### src/rtl/screen_pkg.sv
// Shared screen codes, keycodes and pick geometry for the
// screen sequencer.
package screen_pkg;

  typedef enum logic [2:0] {
    TITLE = 3'b000,
    TUNE  = 3'b001,
    PLAY  = 3'b010,
    DONE  = 3'b111
  } screen_t;

  localparam logic [7:0] ENTER = 8'h28;
  localparam logic [7:0] ESC   = 8'h29;
  localparam logic [7:0] W     = 8'h1A;
  localparam logic [7:0] S     = 8'h16;
  localparam logic [7:0] A     = 8'h04;
  localparam logic [7:0] D     = 8'h07;

  localparam int PICK_Y0 = 240;
  localparam int PICK_X0 = 320;
  localparam int Y_MIN   = 140;
  localparam int Y_MAX   = 340;
  localparam int X_MIN   = 220;
  localparam int X_MAX   = 420;

  // Overshooting steps land exactly on the bound.
  function automatic logic [9:0] clampStep(
    logic [9:0] p,
    int         delta,
    int         lo,
    int         hi
  );
    int v;
    v = int'(p) + delta;
    if (v < lo)
      v = lo;
    else if (v > hi)
      v = hi;
    return 10'(v);
  endfunction

  function automatic logic nearTarget(
    logic [9:0] p,
    int         t,
    int         tol
  );
    logic signed [10:0] d;
    d = $signed({1'b0, p}) - 11'(t);
    if (d < 11'sd0)
      d = -d;
    return (d <= 11'(tol));
  endfunction

endpackage

### src/rtl/key_edge_detect.sv
// Registers the held keycode and pulses on fresh ENTER/ESC
// presses.
module key_edge_detect
  import screen_pkg::*;
(
  input  logic       CLK,
  input  logic       Reset_n,
  input  logic [7:0] keycode,
  output logic       enterEv,
  output logic       escEv
);

  logic [7:0] prevKey;

  always_ff @(posedge CLK or negedge Reset_n) begin
    if (!Reset_n)
      prevKey <= 8'h00;
    else
      prevKey <= keycode;
  end

  assign enterEv = (keycode == ENTER) && (prevKey != ENTER);
  assign escEv   = (keycode == ESC) && (prevKey != ESC);

endmodule

### src/rtl/screen_sequencer.sv
// Title/tune/play/done screen FSM with pick tuning and lock
// detection, advancing once per frame.
module screen_sequencer
  import screen_pkg::*;
#(
  parameter int STEP        = 2,
  parameter int TARGET_X    = 380,
  parameter int TARGET_Y    = 200,
  parameter int TOL         = 4,
  parameter int LOCK_FRAMES = 60,
  parameter int DONE_FRAMES = 180
) (
  input  logic       CLK,
  input  logic       Reset_n,
  input  logic       frame_start,
  input  logic [7:0] keycode,
  output logic [2:0] currScreen,
  output logic [9:0] PickY,
  output logic [9:0] pickLRx,
  output logic       close,
  output logic [5:0] lock_cnt
);

  localparam logic [5:0] LOCK_W = 6'(LOCK_FRAMES);
  localparam logic [7:0] DONE_W = 8'(DONE_FRAMES);

  screen_t    state, stateN;
  logic [9:0] pickYN, pickXN;
  logic       closeN;
  logic [5:0] lockN, lockInc;
  logic [7:0] doneCnt, doneN, doneInc;
  logic       pendEnt, pendEsc, pendEntN, pendEscN;
  logic       enterEv, escEv, entP, escP;
  int         dy, dx;

  key_edge_detect u_keys (
    .CLK    (CLK),
    .Reset_n(Reset_n),
    .keycode(keycode),
    .enterEv(enterEv),
    .escEv  (escEv)
  );

  // Same-cycle events count toward this frame.
  assign entP = pendEnt | enterEv;
  assign escP = pendEsc | escEv;

  always_comb begin
    stateN   = state;
    pickYN   = PickY;
    pickXN   = pickLRx;
    closeN   = close;
    lockN    = lock_cnt;
    doneN    = doneCnt;
    pendEntN = entP;
    pendEscN = escP;
    dy       = 0;
    dx       = 0;
    doneInc  = doneCnt + 8'd1;
    if (!close)
      lockInc = 6'd0;
    else if (lock_cnt == LOCK_W)
      lockInc = lock_cnt;
    else
      lockInc = lock_cnt + 6'd1;
    unique case (1'b1)
      (keycode == W): dy = -STEP;
      (keycode == S): dy = STEP;
      (keycode == A): dx = -STEP;
      (keycode == D): dx = STEP;
      default: ;
    endcase
    if (frame_start) begin
      pendEntN = 1'b0;
      pendEscN = 1'b0;
      lockN    = lockInc;
      if (state == TUNE) begin
        pickYN = clampStep(PickY, dy, Y_MIN, Y_MAX);
        pickXN = clampStep(pickLRx, dx, X_MIN, X_MAX);
      end
      if (state == DONE)
        doneN = doneInc;
      if (escP) begin
        stateN = TITLE;
      end else begin
        unique case (state)
          TITLE: if (entP) stateN = TUNE;
          TUNE:  if (lockInc == LOCK_W) stateN = PLAY;
          PLAY:  if (entP) stateN = DONE;
          DONE:  if (doneInc == DONE_W) stateN = TITLE;
          default: stateN = TITLE;
        endcase
      end
      if (stateN == TUNE && state != TUNE) begin
        pickYN = 10'(PICK_Y0);
        pickXN = 10'(PICK_X0);
        lockN  = 6'd0;
      end
      if (stateN == DONE && state != DONE)
        doneN = 8'd0;
      closeN = (stateN == TUNE)
             && nearTarget(pickYN, TARGET_Y, TOL)
             && nearTarget(pickXN, TARGET_X, TOL);
    end
  end

  always_ff @(posedge CLK or negedge Reset_n) begin
    if (!Reset_n) begin
      state    <= TITLE;
      PickY    <= 10'(PICK_Y0);
      pickLRx  <= 10'(PICK_X0);
      close    <= 1'b0;
      lock_cnt <= 6'd0;
      doneCnt  <= 8'd0;
      pendEnt  <= 1'b0;
      pendEsc  <= 1'b0;
    end else begin
      state    <= stateN;
      PickY    <= pickYN;
      pickLRx  <= pickXN;
      close    <= closeN;
      lock_cnt <= lockN;
      doneCnt  <= doneN;
      pendEnt  <= pendEntN;
      pendEsc  <= pendEscN;
    end
  end

  assign currScreen = state;

endmodule

### config.mk
export PLATFORM = sky130hd
export DESIGN_NAME = screen_sequencer
export DESIGN_NICKNAME = d
export VERILOG_FILES = /design/src/rtl/screen_pkg.sv /design/src/rtl/key_edge_detect.sv /design/src/rtl/screen_sequencer.sv
export SDC_FILE = /design/constraint.sdc
export NUM_CORES = 1
export LEC_CHECK = 0
export ABC_AREA = 0
export BUFFER_PORTS_ARGS = -buffer_cell sky130_fd_sc_hd__buf_2
export CELL_PAD_IN_SITES_DETAIL_PLACEMENT = 0
export CELL_PAD_IN_SITES_GLOBAL_PLACEMENT = 2
export CORE_UTILIZATION = 38
export CTS_BUF_LIST = sky130_fd_sc_hd__clkbuf_4
export CTS_CLUSTER_SIZE = 25
export DETAILED_ROUTE_END_ITERATION = 6
export PLACE_DENSITY_LB_ADDON = 0.1
export SYNTH_ARGS = -nofsm -noshare
export SYNTH_HDL_FRONTEND = slang
export SYNTH_SLANG_ARGS = --single-unit
### constraint.sdc
create_clock -name CLK -period 6.55 [get_ports CLK]
set_clock_uncertainty 0.1 [all_clocks]
set_input_delay 0.9825 -clock CLK [delete_from_list [all_inputs] [get_ports CLK]]
set_output_delay 0.9825 -clock CLK [all_outputs]
set_load 0.005 [all_outputs]
* Yosys cells after proc, flatten, opt, wreduce, memory -nomap -nowiden *
Cells that the tools add are included.

cells by class
  magnitude comparators = 8
  add/sub/neg operators = 8
  equality and inequality tests = 18
  multiplexer cells = 30
  reductions and logical operators = 9
  bitwise gates (word level) = 2

operator list
  kind                   number
  $pmux 32 s2            2
  $mux 10                10
  $add 11x32->32         2
  $gt 32x10->1 const B   2
  $lt 32x9->1 const B    2
  $mux 11                4
  $le 11x4->1 const B    2
  $lt 11x1->1 const B    2
  $neg 11->11            2
  $mux 3                 6
  $mux 6                 3
  $eq 8x3->1 const B     2
  $eq 8x5->1 const B     2
  $eq 8x6->1 const B     2
  $mux 8                 2
  $ne 8x6->1 const B     2
  $eq 6x6->1 const B     2
  $pmux 3 s4             1
  $sub 10x8->11 const B  1
  $sub 10x9->11 const B  1
  $add 8x1->8 const B    1
  $eq 8x8->1 const B     1
  $add 6x1->6 const B    1
  $eq 3x1->1 const B     2
  10 further kinds       18

storage, ports and cells
  output and inout port bits = 30
  bits in registers = 48

* Longest topological paths before layout *
  word-level depth = 19
  gate-level depth with buffers = 28
  gate-level depth less buffers = 28

* By module *
Synthesis repeated with hierarchy kept, for this count alone.

unflattened totals
  cells, all modules = 607
  area, all modules = 5073.6 um^2

by module, submodules not included
  module            cells each  instances  sequential area each (um^2)  area each (um^2)
  screen_sequencer  591         1          1008.5                       4799.6
  key_edge_detect   16          1          200.2                        274.0

* Least setup slack after synthesis *
No wires, ideal clock.

  kind = input to register
  from = input keycode[4]
  to = register close
  cell stages on the path = 22
  path slack = -445 ps
  arrival = 6820 ps
  path buffers = 0
  cell sequence = nor3_1 nand3_1 nor3_2 inv_1 fa_1 nand2b_1 a21oi_4 a221oi_4 nand2b_1 ha_1 or4b_1 nor3_2 o211ai_2 o31ai_2 nand2_1 ha_1 nor2b_1 a311oi_2 inv_1 o32a_1 a2111o_1 o21ai_2

between the ends
  cells in the longest elaborated chain, start to end = 18
  elaborated cells between the ends (all ways) = 49
  those cells by class = add/sub (6); order compare (8); eq/ne (7); mux (21); bitwise (2); reduce/logical (5)

RTL lines
  what                                                                     RTL line                 text
  start: declaration                                                       screen_sequencer.sv:16   input logic [7:0] keycode,
  parallel branches: the longest is 17 deep, another holds $add 11x32->32  n/a
  $logic_and 1x1->1 (*)                                                    screen_sequencer.sv:103  && nearTarget(pickXN, TARGET_X, TOL);
  end signal: assignment                                                   screen_sequencer.sv:121  close <= closeN;
  end: declaration                                                         screen_sequencer.sv:20   output logic close,

Every way passes the cells marked *. The select of a mux whose other input is x is not followed.
A chain may end at the register's enable or synchronous reset.

* Worst setup path after layout *
Ends and elaborated chain as after synthesis.

==> impl_results.md <==
- Status: complete, no violations
- Die Y: 119 um
- H-tree levels: 2
- Worst-Margin Slew: 1.09 ns
- Core ar.: 13300 um2
- Hold Fails Final Rpt: 0
- Number of max-cap violations: 0
- Top flip-flop cell by instance count after synthesis: dfrtp_1
- Crit path largest cell delay: 0.49 ns
- Max Clk Rate: 162 MHz
- Async SR Flop Fraction: 100%
- Gr ovfl total: 0
- Arrival time at the worst endpoint: 6.41 ns
- First-pass GRT wire length: 24.5 mm
- Die Wd: 119 um
- Most frequent CP cell: ha_1
- Yosys cell types: 94
- Post-Syn Instances: 632
- Critical path type: in2reg
- EDFF count, synth: 0
- Syn Nets: 685
- Worst path slowest cell: or4bb_1
- Die Area: 14100 um2
- Final period demand of the worst path: 6.18 ns
- RSZ-0062 raised after global routing: false
- Hold WC Path Type: reg2reg
- DR WL/cell: 16.9 um
- Clk_lat worst skew: 0.40 ns
- Buf+Inv Stages, Crit Path: 3
- CTS root buf: clkbuf_4
- Setup Viol. Count Final: 0
- Seq/Total Area, Yosys: 23.3%
- Routed via count: 5039
- VDD IR max: 0.000161 V
- Max Slew Vio Count: 0
- P_leak: 2.60 nW
- Initial Util: 39.0%
- Critical Path Sink Type: flip-flop
- CTS tree: built
- First drt pass iteration count: 5
- Clock Sinks: 48
- Max FO, Critical Path: 7
- Via density: 5.74
- DRT antenna net count: 0
- Largest net degree at the start of global routing: 51
- Mapped Area: 5190 um2
- Pwr Density: 344 nW/um2
- Initial antenna violation count: 1
- Critical path's top delay family: simple AND/OR/NAND/NOR gates
- Layout cell share with drive strength beyond 1: 20.8%
- Ratio of final minimum period to clock period: 94.3%
- Placed Area: 5840 um2
- Slew headroom: 27.0%
- Clock Tree Buf Depth: 2
- Finished Cell Area: 5910 um2
- FP Rows: 42
- Worst Path Required: 6.78 ns
- GRT Total Usage: 21.5%
- CTS buffer count: 5
- Total power: 2.03 mW
- Vias in the first global route: 4832
- Final hold slack: 0.393 ns
- DP HPWL: 11.5 mm
- Post-layout nets: 753
- Avg Cell Area, Syn: 8.21 um2
- Post-CTS Setup Bufs: 0
- Port Buffers: 40
- Syn. warnings: 0
- DRC: 0
- Routability congestion estimate from global placement: 0.882
- Critical Path Source Type: primary input
- IO Count: 41
- Yosys reg bits: 48
- Placed Cells: 869
- Routed WL: 14.9 mm
- CTS clk-pin slew, worst paths: 0.16 ns
- P&R area growth vs syn: 14.0%
- Fin cells: 878
- Iteration-0 DRC Markers: 325
worst reg2reg max path: stages (launching register included):
cell      delay [ns]
dfrtp_1         0.45
ha_1            0.22
inv_1           0.06
fa_1            0.39
nand2b_1        0.23
a21oi_4         0.22
a221oi_4        0.08
nand2b_1        0.17
ha_1            0.27
or4bb_1         0.49
nor3_2          0.25
o211ai_2        0.16
buf_4           0.18
o31ai_4         0.20
nand2_2         0.09
ha_1            0.29
nor2b_1         0.17
a311oi_2        0.43
a21oi_1         0.12
a311oi_1        0.23
nand4_1         0.12
a2111o_1        0.36
o21ai_2         0.06
through the flow:
stage | utilization, % | setup TNS, ns | worst slack, ns
after global routing | 44.5 | 0 | 0.00870
after CTS | 44.3 | 0 | 0.372
after global placement | 43.9 | -0.0127 | -0.0127
after detailed placement | 43.9 | -0.0599 | -0.0599
after floorplan | - | 0 | 0.0254
final | 44.5 | 0 | 0.371
final timing paths:
path	endpoint	startpoint	cells after the start	slack, ns
worst max-delay path	close	keycode[4]	26	0.37
worst min-delay path	doneCnt[7]	doneCnt[7]	1	0.39
worst max register to register	close	pickLRx[1]	22	1.15
worst min register to register	doneCnt[7]	doneCnt[7]	1	0.39
max in group asynchronous	u_keys.prevKey[4]	Reset_n	2	5.35
min in group asynchronous	currScreen[2]	Reset_n	2	0.56
repair_timing:
item	CTS	global route
hold buffers	0	0
resized for setup	0	3
setup endpoints to repair	0	1
synthesized netlist by cell type, drive strengths merged, types with 12 or more instances:
library cell	number	area, um2
nand3	26	130
nor2	61	231
nand2b	14	87.6
ha	40	500
o21ai	40	208
dfrtp	42	1050
a21oi	53	288
and2	12	75.1
inv	32	120
nor3	17	105
xnor2	12	105
xor2	12	105
a21o	13	98.9
nand2	49	184
nand4	15	93.8
cell type report:
type / count / area, um2
Inverter: 32 / 120
Sequential cell: 48 / 1210
Clock buffer: 6 / 45.0
Antenna cell: 1 / 2.50
Multi-Input combinational cell: 532 / 3790
Timing Repair Buffer: 81 / 512
Fill cell: 1339 / 7380
Tap cell: 176 / 220
Clock inverter: 2 / 11.3
power by group:
part	total (mW)	internal [mW]	switching, mW
Clock	0.151	0.0451	0.106
Combinational	1.43	0.610	0.821
Sequential	0.452	0.361	0.0908
registers in the layout, indices dropped and copies added (netlist names):
name and flops:
lock_cnt 6, close 1, currScreen 3, PickY 10, pendEsc 1, u_keys.prevKey 8
pendEnt 1, pickLRx 10, doneCnt 8
layout by cell type, fill, tap and decap left out, drive strengths merged, types with 7 or more instances in the layout:
cell,synthesis,final
and3,10,10
buf,10,81
ha,40,40
and2,12,12
nand2b,14,14
o211ai,7,7
a31oi,8,8
xor2,12,12
a21oi,53,53
nor2b,10,10
nand2,49,49
o21ai,40,40
dfrtp,42,42
inv,32,32
nor3,17,17
nand3,26,26
xnor2,12,12
nor2,61,61
a21o,13,13
a211oi,9,9
nand4,15,15
routing by layer:
| layer | GRT usage (%) | vias up | wire length, um |
|---|---|---|---|
| met2 | 37.4 | 89 | 7130 |
| met3 | 2.63 | 15 | 379 |
| met1 | 28.3 | 2401 | 7220 |
| met5 | 0 | - | 0 |
| li1 | - | 2534 | - |
| met4 | 5.22 | 0 | 155 |
cell families (layout without fill, tap and decap cells):
group	count (synthesis)	count (layout)	share of synthesized area [%]
compound gates	211	211	30.9
xor+xnor	24	24	4.05
fa+ha+maj	43	43	10.6
buf+inv	52	121	4.22
flops	48	48	23.3
mux	11	11	2.27
other cells	0	1	0
simple gates	243	243	24.6
No activity file was read; power rests on OpenSTA's default activity.
